===== src/rtl/drum_pkg.sv =====
// Shared fixed-point and row-indexing definitions for the drum column simulation
// and the sample collector.
package drum_pkg;

    localparam int FIX_W          = 18;
    localparam int ROW_W          = 5;
    localparam int NUM_ROWS_DEF   = 32;
    localparam int CENTER_ROW_DEF = 16;
    localparam int SAMPLE_W       = 32;
    localparam int SAMPLE_SHIFT   = SAMPLE_W - FIX_W;

    // Signed 1.16 node value u(n+1).
    typedef logic signed [FIX_W-1:0] node_t;

    function automatic logic [SAMPLE_W-1:0] format_sample(input node_t u);
        return {u, {SAMPLE_SHIFT{1'b0}}};
    endfunction

    // |u| with the most negative code clamped to the largest positive one.
    function automatic logic [FIX_W-1:0] abs_sat(input node_t u);
        logic [FIX_W-1:0] r;
        if (u == {1'b1, {(FIX_W-1){1'b0}}})
            r = {1'b0, {(FIX_W-1){1'b1}}};
        else if (u[FIX_W-1])
            r = -u;
        else
            r = u;
        return r;
    endfunction

endpackage


===== src/rtl/sample_fifo.sv =====
// Synchronous FIFO with extra-MSB pointers; a push while full is accepted only
// when a pop frees the head slot at the same edge.
module sample_fifo #(
    parameter int unsigned DEPTH = 8,
    parameter int unsigned WIDTH = 32
) (
    input  logic             clk,
    input  logic             rst,
    input  logic             i_push,
    input  logic [WIDTH-1:0] i_data,
    input  logic             i_pop,
    output logic [WIDTH-1:0] o_data,
    output logic             o_full,
    output logic             o_empty
);

    localparam int unsigned AW = $clog2(DEPTH);

    logic [WIDTH-1:0] r_mem [DEPTH];
    logic [AW:0]      r_wr_ptr;
    logic [AW:0]      r_rd_ptr;
    logic             w_push_ok;
    logic             w_pop_ok;

    assign o_empty   = (r_wr_ptr == r_rd_ptr);
    assign o_full    = (r_wr_ptr[AW] != r_rd_ptr[AW]) &&
                       (r_wr_ptr[AW-1:0] == r_rd_ptr[AW-1:0]);
    assign w_pop_ok  = i_pop && !o_empty;
    assign w_push_ok = i_push && (!o_full || w_pop_ok);
    assign o_data    = r_mem[r_rd_ptr[AW-1:0]];

    always_ff @(posedge clk or negedge rst) begin
        if (!rst) begin
            r_wr_ptr <= '0;
            r_rd_ptr <= '0;
        end else begin
            if (w_push_ok) r_wr_ptr <= r_wr_ptr + 1'b1;
            if (w_pop_ok)  r_rd_ptr <= r_rd_ptr + 1'b1;
        end
    end

    // When full, write and read slots coincide; the head is read before the edge overwrites it.
    always_ff @(posedge clk) begin
        if (w_push_ok) r_mem[r_wr_ptr[AW-1:0]] <= i_data;
    end

endmodule


===== src/rtl/drum_sample_collector.sv =====
// Captures the centre-row node value of each column sweep as an audio sample,
// counts time steps and dropped samples. Optional SAMPLE_PEAK_DETECT_EN adds peak_out.
module drum_sample_collector
    import drum_pkg::*;
#(
    parameter int unsigned CENTER_ROW = CENTER_ROW_DEF,
    parameter int unsigned NUM_ROWS   = NUM_ROWS_DEF,
    parameter int unsigned FIFO_DEPTH = 8
) (
    input  logic                clk,
    input  logic                rst,
    input  logic [ROW_W-1:0]    row_in,
    input  logic [FIX_W-1:0]    u_np1_in,
    input  logic                u_valid_in,
    output logic [SAMPLE_W-1:0] sample_data,
    output logic                sample_valid,
    input  logic                sample_ready,
    output logic [15:0]         step_cnt,
`ifdef SAMPLE_PEAK_DETECT_EN
    output logic [FIX_W-1:0]    peak_out,
`endif
    output logic [7:0]          overflow_cnt
);

    localparam logic [ROW_W-1:0] CENTER_IDX = ROW_W'(CENTER_ROW);
    localparam logic [ROW_W-1:0] LAST_IDX   = ROW_W'(NUM_ROWS - 1);

    logic                w_capture;
    logic                w_step;
    logic                w_pop;
    logic                w_drop;
    logic                w_full;
    logic                w_empty;
    logic [SAMPLE_W-1:0] w_head;
    logic [SAMPLE_W-1:0] r_hold;
    logic [15:0]         r_step_cnt;
    logic [7:0]          r_overflow_cnt;

    assign w_capture = u_valid_in && (row_in == CENTER_IDX);
    assign w_step    = u_valid_in && (row_in == LAST_IDX);

    // Output handshake: sample_valid means sample_data is the FIFO head; the head
    // leaves on a rising edge where sample_valid && sample_ready. ready is ignored when empty.
    assign sample_valid = !w_empty;
    assign w_pop        = sample_valid && sample_ready;
    assign w_drop       = w_capture && w_full && !w_pop;
    assign sample_data  = w_empty ? r_hold : w_head;
    assign step_cnt     = r_step_cnt;
    assign overflow_cnt = r_overflow_cnt;

    sample_fifo #(
        .DEPTH (FIFO_DEPTH),
        .WIDTH (SAMPLE_W)
    ) u_fifo (
        .clk     (clk),
        .rst     (rst),
        .i_push  (w_capture),
        .i_data  (format_sample(node_t'(u_np1_in))),
        .i_pop   (w_pop),
        .o_data  (w_head),
        .o_full  (w_full),
        .o_empty (w_empty)
    );

    always_ff @(posedge clk or negedge rst) begin
        if (!rst) begin
            r_hold         <= '0;
            r_step_cnt     <= '0;
            r_overflow_cnt <= '0;
        end else begin
            if (w_pop)  r_hold <= w_head;
            if (w_step) r_step_cnt <= r_step_cnt + 16'd1;
            if (w_drop && (r_overflow_cnt != 8'hFF))
                r_overflow_cnt <= r_overflow_cnt + 8'd1;
        end
    end

`ifdef SAMPLE_PEAK_DETECT_EN
    logic [FIX_W-1:0] w_abs;
    logic [FIX_W-1:0] r_peak;

    assign w_abs    = abs_sat(node_t'(u_np1_in));
    assign peak_out = r_peak;

    // A pop restarts the window; a capture at the same edge seeds it.
    always_ff @(posedge clk or negedge rst) begin
        if (!rst) begin
            r_peak <= '0;
        end else if (w_pop) begin
            r_peak <= w_capture ? w_abs : '0;
        end else if (w_capture && (w_abs > r_peak)) begin
            r_peak <= w_abs;
        end
    end
`endif

endmodule

===== config.mk =====
export PLATFORM = sky130hd
export DESIGN_NAME = drum_sample_collector
export DESIGN_NICKNAME = d
export VERILOG_FILES = /design/src/rtl/drum_pkg.sv /design/src/rtl/sample_fifo.sv /design/src/rtl/drum_sample_collector.sv
export SDC_FILE = /design/constraint.sdc
export NUM_CORES = 1
export LEC_CHECK = 0
export ABC_AREA = 0
export CAP_MARGIN = 20
export CORE_MARGIN = 2
export CORE_UTILIZATION = 65
export CTS_CLUSTER_DIAMETER = 50
export CTS_CLUSTER_SIZE = 8
export DETAILED_ROUTE_END_ITERATION = 6
export GPL_TIMING_DRIVEN = 0
export PLACE_DENSITY = 0.86
export SLEW_MARGIN = 25
export SYNTH_ARGS = -nofsm -noshare
export SYNTH_HDL_FRONTEND = slang
export SYNTH_HIERARCHICAL = 1
export SYNTH_SLANG_ARGS = --single-unit

===== constraint.sdc =====
create_clock -name clk -period 19.5 [get_ports clk]
set_clock_uncertainty 0.2 [all_clocks]
set_input_delay 2.925 -clock clk [delete_from_list [all_inputs] [get_ports clk]]
set_output_delay 2.925 -clock clk [all_outputs]
set_load 0.01 [all_outputs]

==> flow_summary_export.csv <==
group,metric,value,unit
power_and_ir_drop,power_leakage,5.920,nW
sta,slew_headroom,40.55,%
clock_tree,cts_hold_buf,0,
routing,drc,0,
global_route,grt_max_degree,39,
yosys,yosys_warnings,6,
power_and_ir_drop,seqPwrFrac,35.3,%
cells_and_area,fill_cells,849,
sta,finalWorstSetupSlack,12730,ps
status,status,"completed",
floorplan,die_x,144.9,um
routing,dr.pass1.iters,5,
clock_tree,ctsLongestPathBuffers,3,
yosys,syn-mean-instance-area,20.42,um2
global_route,grt_antenna_before_repair,0,
floorplan,rows,51,
sta,setup-violations-final,0,
yosys,synth-seq-cells,320,
sta,min_period,6768,ps
floorplan,io_pins,84,
cells_and_area,nets,951,
cells_and_area,final_area,16200,um2
yosys,synth.most_common_cell,"edfxtp_1",
power_and_ir_drop,p_int,0.001650,W
cells_and_area,syn_to_final_growth,25.55,%
clock_tree,ctsResizeCount,0,
power_and_ir_drop,p_comb_share,33.5,%
yosys,ys_seq_area_share,71.97,%
cells_and_area,stdcell_count,1222,
routing,finalWirelength,29730,um
min_path,hold_path_class,"flip-flop to flip-flop",
worst_setup_path,path_cells,"buf_2 > xnor2_1 > nand3_1 > buf_2 > nor2_1 > buf_4 > clkbuf_1 > mux2_2 > clkdlybuf4s50_1",
clock_tree,numCtsBuffers,46,
power_and_ir_drop,power.switching,0.0006668,W
floorplan,initial_core_util,66.31,%
routing,vias_per_cell,5.971,
worst_setup_path,start_kind,"flip-flop",
worst_setup_path,slowest_stage,"clkbuf_1",
clock_tree,cts_htree_levels,2,
worst_setup_path,crit_fanout,10,
floorplan,coreArea,19460,um2
sta,fmax,147.8,MHz
place,hpwlAfterDp,18330,um
min_path,min_from,"step_cnt[15]$_DFFE_PN0P_",
yosys,syn_area,12910,um2
power_and_ir_drop,vdd_ir_drop_max,0.0001009,V
worst_setup_path,cp-end-kind,"primary output",
global_route,grt-ovfl-total,0,
worst_setup_path,r2r_cells,17,
yosys,synth-main-ff-cell,"edfxtp_1",
power_and_ir_drop,powerDensity,143.0,nW/um2
worst_setup_path,slowest_delay,690,ps
sta,finalHoldViolCount,0,
yosys,synth-edff-count,256,
global_route,grt_pass1_wl,46330,um
worst_setup_path,cp_common_cell,"buf_2",
place,placed_cells,1137,
clock_tree,cts_tree,"yes",
sta,tightest_slew,891.8,ps
place,place_area,14870,um2
global_route,track_usage,29.59,%
min_path,hold_path_depth,1,
worst_setup_path,arrival,3640,ps
cells_and_area,diodes,0,
routing,via_count,7296,
sta,rsz0062_at_grt,"false",
job,max-cap-violations,0,
place,gp_routability_congestion,0.7835,
yosys,netlist.area_leader.share,59.56,%
yosys,synth_top_area_cell,"edfxtp_1",
yosys,synth_commonest_cells,"256 x edfxtp_1, 102 x mux2_2, 64 x dfrtp_1",
worst_setup_path,r2r-end,"u_fifo/r_mem[0][28]$_DFFE_PP_",
yosys,yosysUniqueCellTypes,36,
worst_setup_path,critPathKind,"flip-flop to primary output",
clock_tree,cts_sinks,320,
floorplan,die_h,144.9,um
cells_and_area,final_util,83.25,%
floorplan,die-area,21000,um2
sta,tns,0,ps
worst_setup_path,r2r-start,"u_fifo/r_rd_ptr[2]$_DFFE_PN0P_",
global_route,grt_pass1_vias,8046,
yosys,netlist_instances,632,
place,pre_cts_slack,12880,ps
cells_and_area,drive_gt1_share,30.30,%
routing,drt-initial-drc-count,605,
clock_tree,worstSkewPairLatency,540,ps
clock_tree,post_cts.repair.setup_buffers,0,
yosys,yosys-top-cells-area,"edfxtp_1 60%, dfrtp_1 12%, mux4_2 9.8%",
routing,wire_per_inst,24.33,um
min_path,hold_path_end,"step_cnt[15]$_DFFE_PN0P_",
routing,antenna_left,0,
sta,slew_violations,0,
sta,post-route-period-util,34.71,%
yosys,synthArstFlopShare,20.00,%
clock_tree,cts-root-buf,"clkbuf_16",
worst_setup_path,regToRegSetupSlack,14780,ps
power_and_ir_drop,switching_share,28.78,%
clock_tree,clk_pin_slew,50,ps
power_and_ir_drop,power_frac_clock,31.2,%
worst_setup_path,required,16380,ps
place,port_buffers,83,
[registers in the layout, indices dropped and copies added (netlist names)]
name,flops
u_fifo/r_rd_ptr,4
overflow_cnt,8
step_cnt,16
u_fifo/r_wr_ptr,4
r_hold,32
u_fifo/r_mem,256
[layer usage]
layer | global-route usage [%] | wire length (um) | part of all wire (%)
met2 | 51.17 | 15650 | 53
met4 | 12.72 | 993 | 3.3
met1 | 36.58 | 10750 | 36
met3 | 6.258 | 2338 | 7.9
met5 | 0 | 0 | 0
[final cells by class]
class	instances	area, um2	area share (%)
Clock inverter	4	42.54	0.2625
Inverter	4	15.01	0.09266
Sequential cell	320	9289	57.33
Clock buffer	81	1282	7.915
Tap cell	265	331.6	2.046
Timing Repair Buffer	129	1171	7.228
Multi-Input combinational cell	387	3857	23.81
Buffer	32	214.0	1.320
[power by group through the flow]
stage	Clock (W)	Combinational, W	Sequential (W)
2_1_floorplan	0	0.000481	0.000815
3_3_place_gp	0	0.000720	0.000818
3_5_place_dp	0	0.000747	0.000825
4_1_cts	0.000731	0.000774	0.000816
5_1_grt	0.000762	0.000814	0.000820
6_report	0.000723	0.000776	0.000818
[placed cells by master (no fill, tap or decap), types with 4 or more instances in the layout]
master,n
edfxtp_1,256
conb_1,112
mux2_2,102
clkdlybuf4s50_1,82
dfrtp_1,64
mux4_2,56
clkbuf_16,46
clkbuf_1,45
buf_2,33
buf_4,23
xnor2_1,18
nand2_1,14
xor2_1,10
nand4_1,9
nand3_1,9
nor2_1,9
mux4_1,8
buf_6,7
nor4_2,5
inv_1,4
ha_1,4
buf_12,4
nor3_2,4
[worst max path at each step]
stage	cells past startpoint	slack, ps	endpoint	start
final	9	12730	sample_data[14]	u_fifo/r_rd_ptr[2]$_DFFE_PN0P_
after global routing	9	12570	sample_data[14]	u_fifo/r_rd_ptr[2]$_DFFE_PN0P_
after CTS	9	12820	sample_data[14]	u_fifo/r_rd_ptr[2]$_DFFE_PN0P_
after detailed placement	12	12880	u_fifo/r_mem[0][1]$_DFFE_PP_	sample_ready
after global placement	8	8080	u_fifo/r_mem[3][7]$_DFFE_PP_	sample_ready
after floorplan	7	11660	u_fifo/r_mem[3][0]$_DFFE_PP_	sample_ready
[worst max-delay path: cells and delay by family (launching register included)]
| family | cells | cell delay (ps) |
|---|---|---|
| buffers and inverters | 5 | 1810 |
| muxes | 1 | 430 |
| DFF | 1 | 370 |
| and+or+nand+nor | 2 | 250 |
| xor gates and xnor gates | 1 | 220 |
[cell families (layout without fill, tap and decap cells)]
group,count (synthesis),count (layout),share of synthesized area (%)
compound gates,8,8,0.4944
xor+xnor,28,28,1.900
fa+ha+maj,4,4,0.3878
buf+inv,36,250,1.774
flops,320,320,71.97
mux,166,166,20.30
other cells,1,112,0.02906
simple gates,69,69,3.141
[through the flow]
stage | hold slack, ps | total power [W]
2_1_floorplan | 273.6 | 0.001296
3_3_place_gp | 261.4 | 0.001538
3_5_place_dp | 274.5 | 0.001572
4_1_cts | 285.3 | 0.002322
5_1_grt | 313.0 | 0.002396
6_report | 284.6 | 0.002317
No activity file was read; power rests on OpenSTA's default activity.
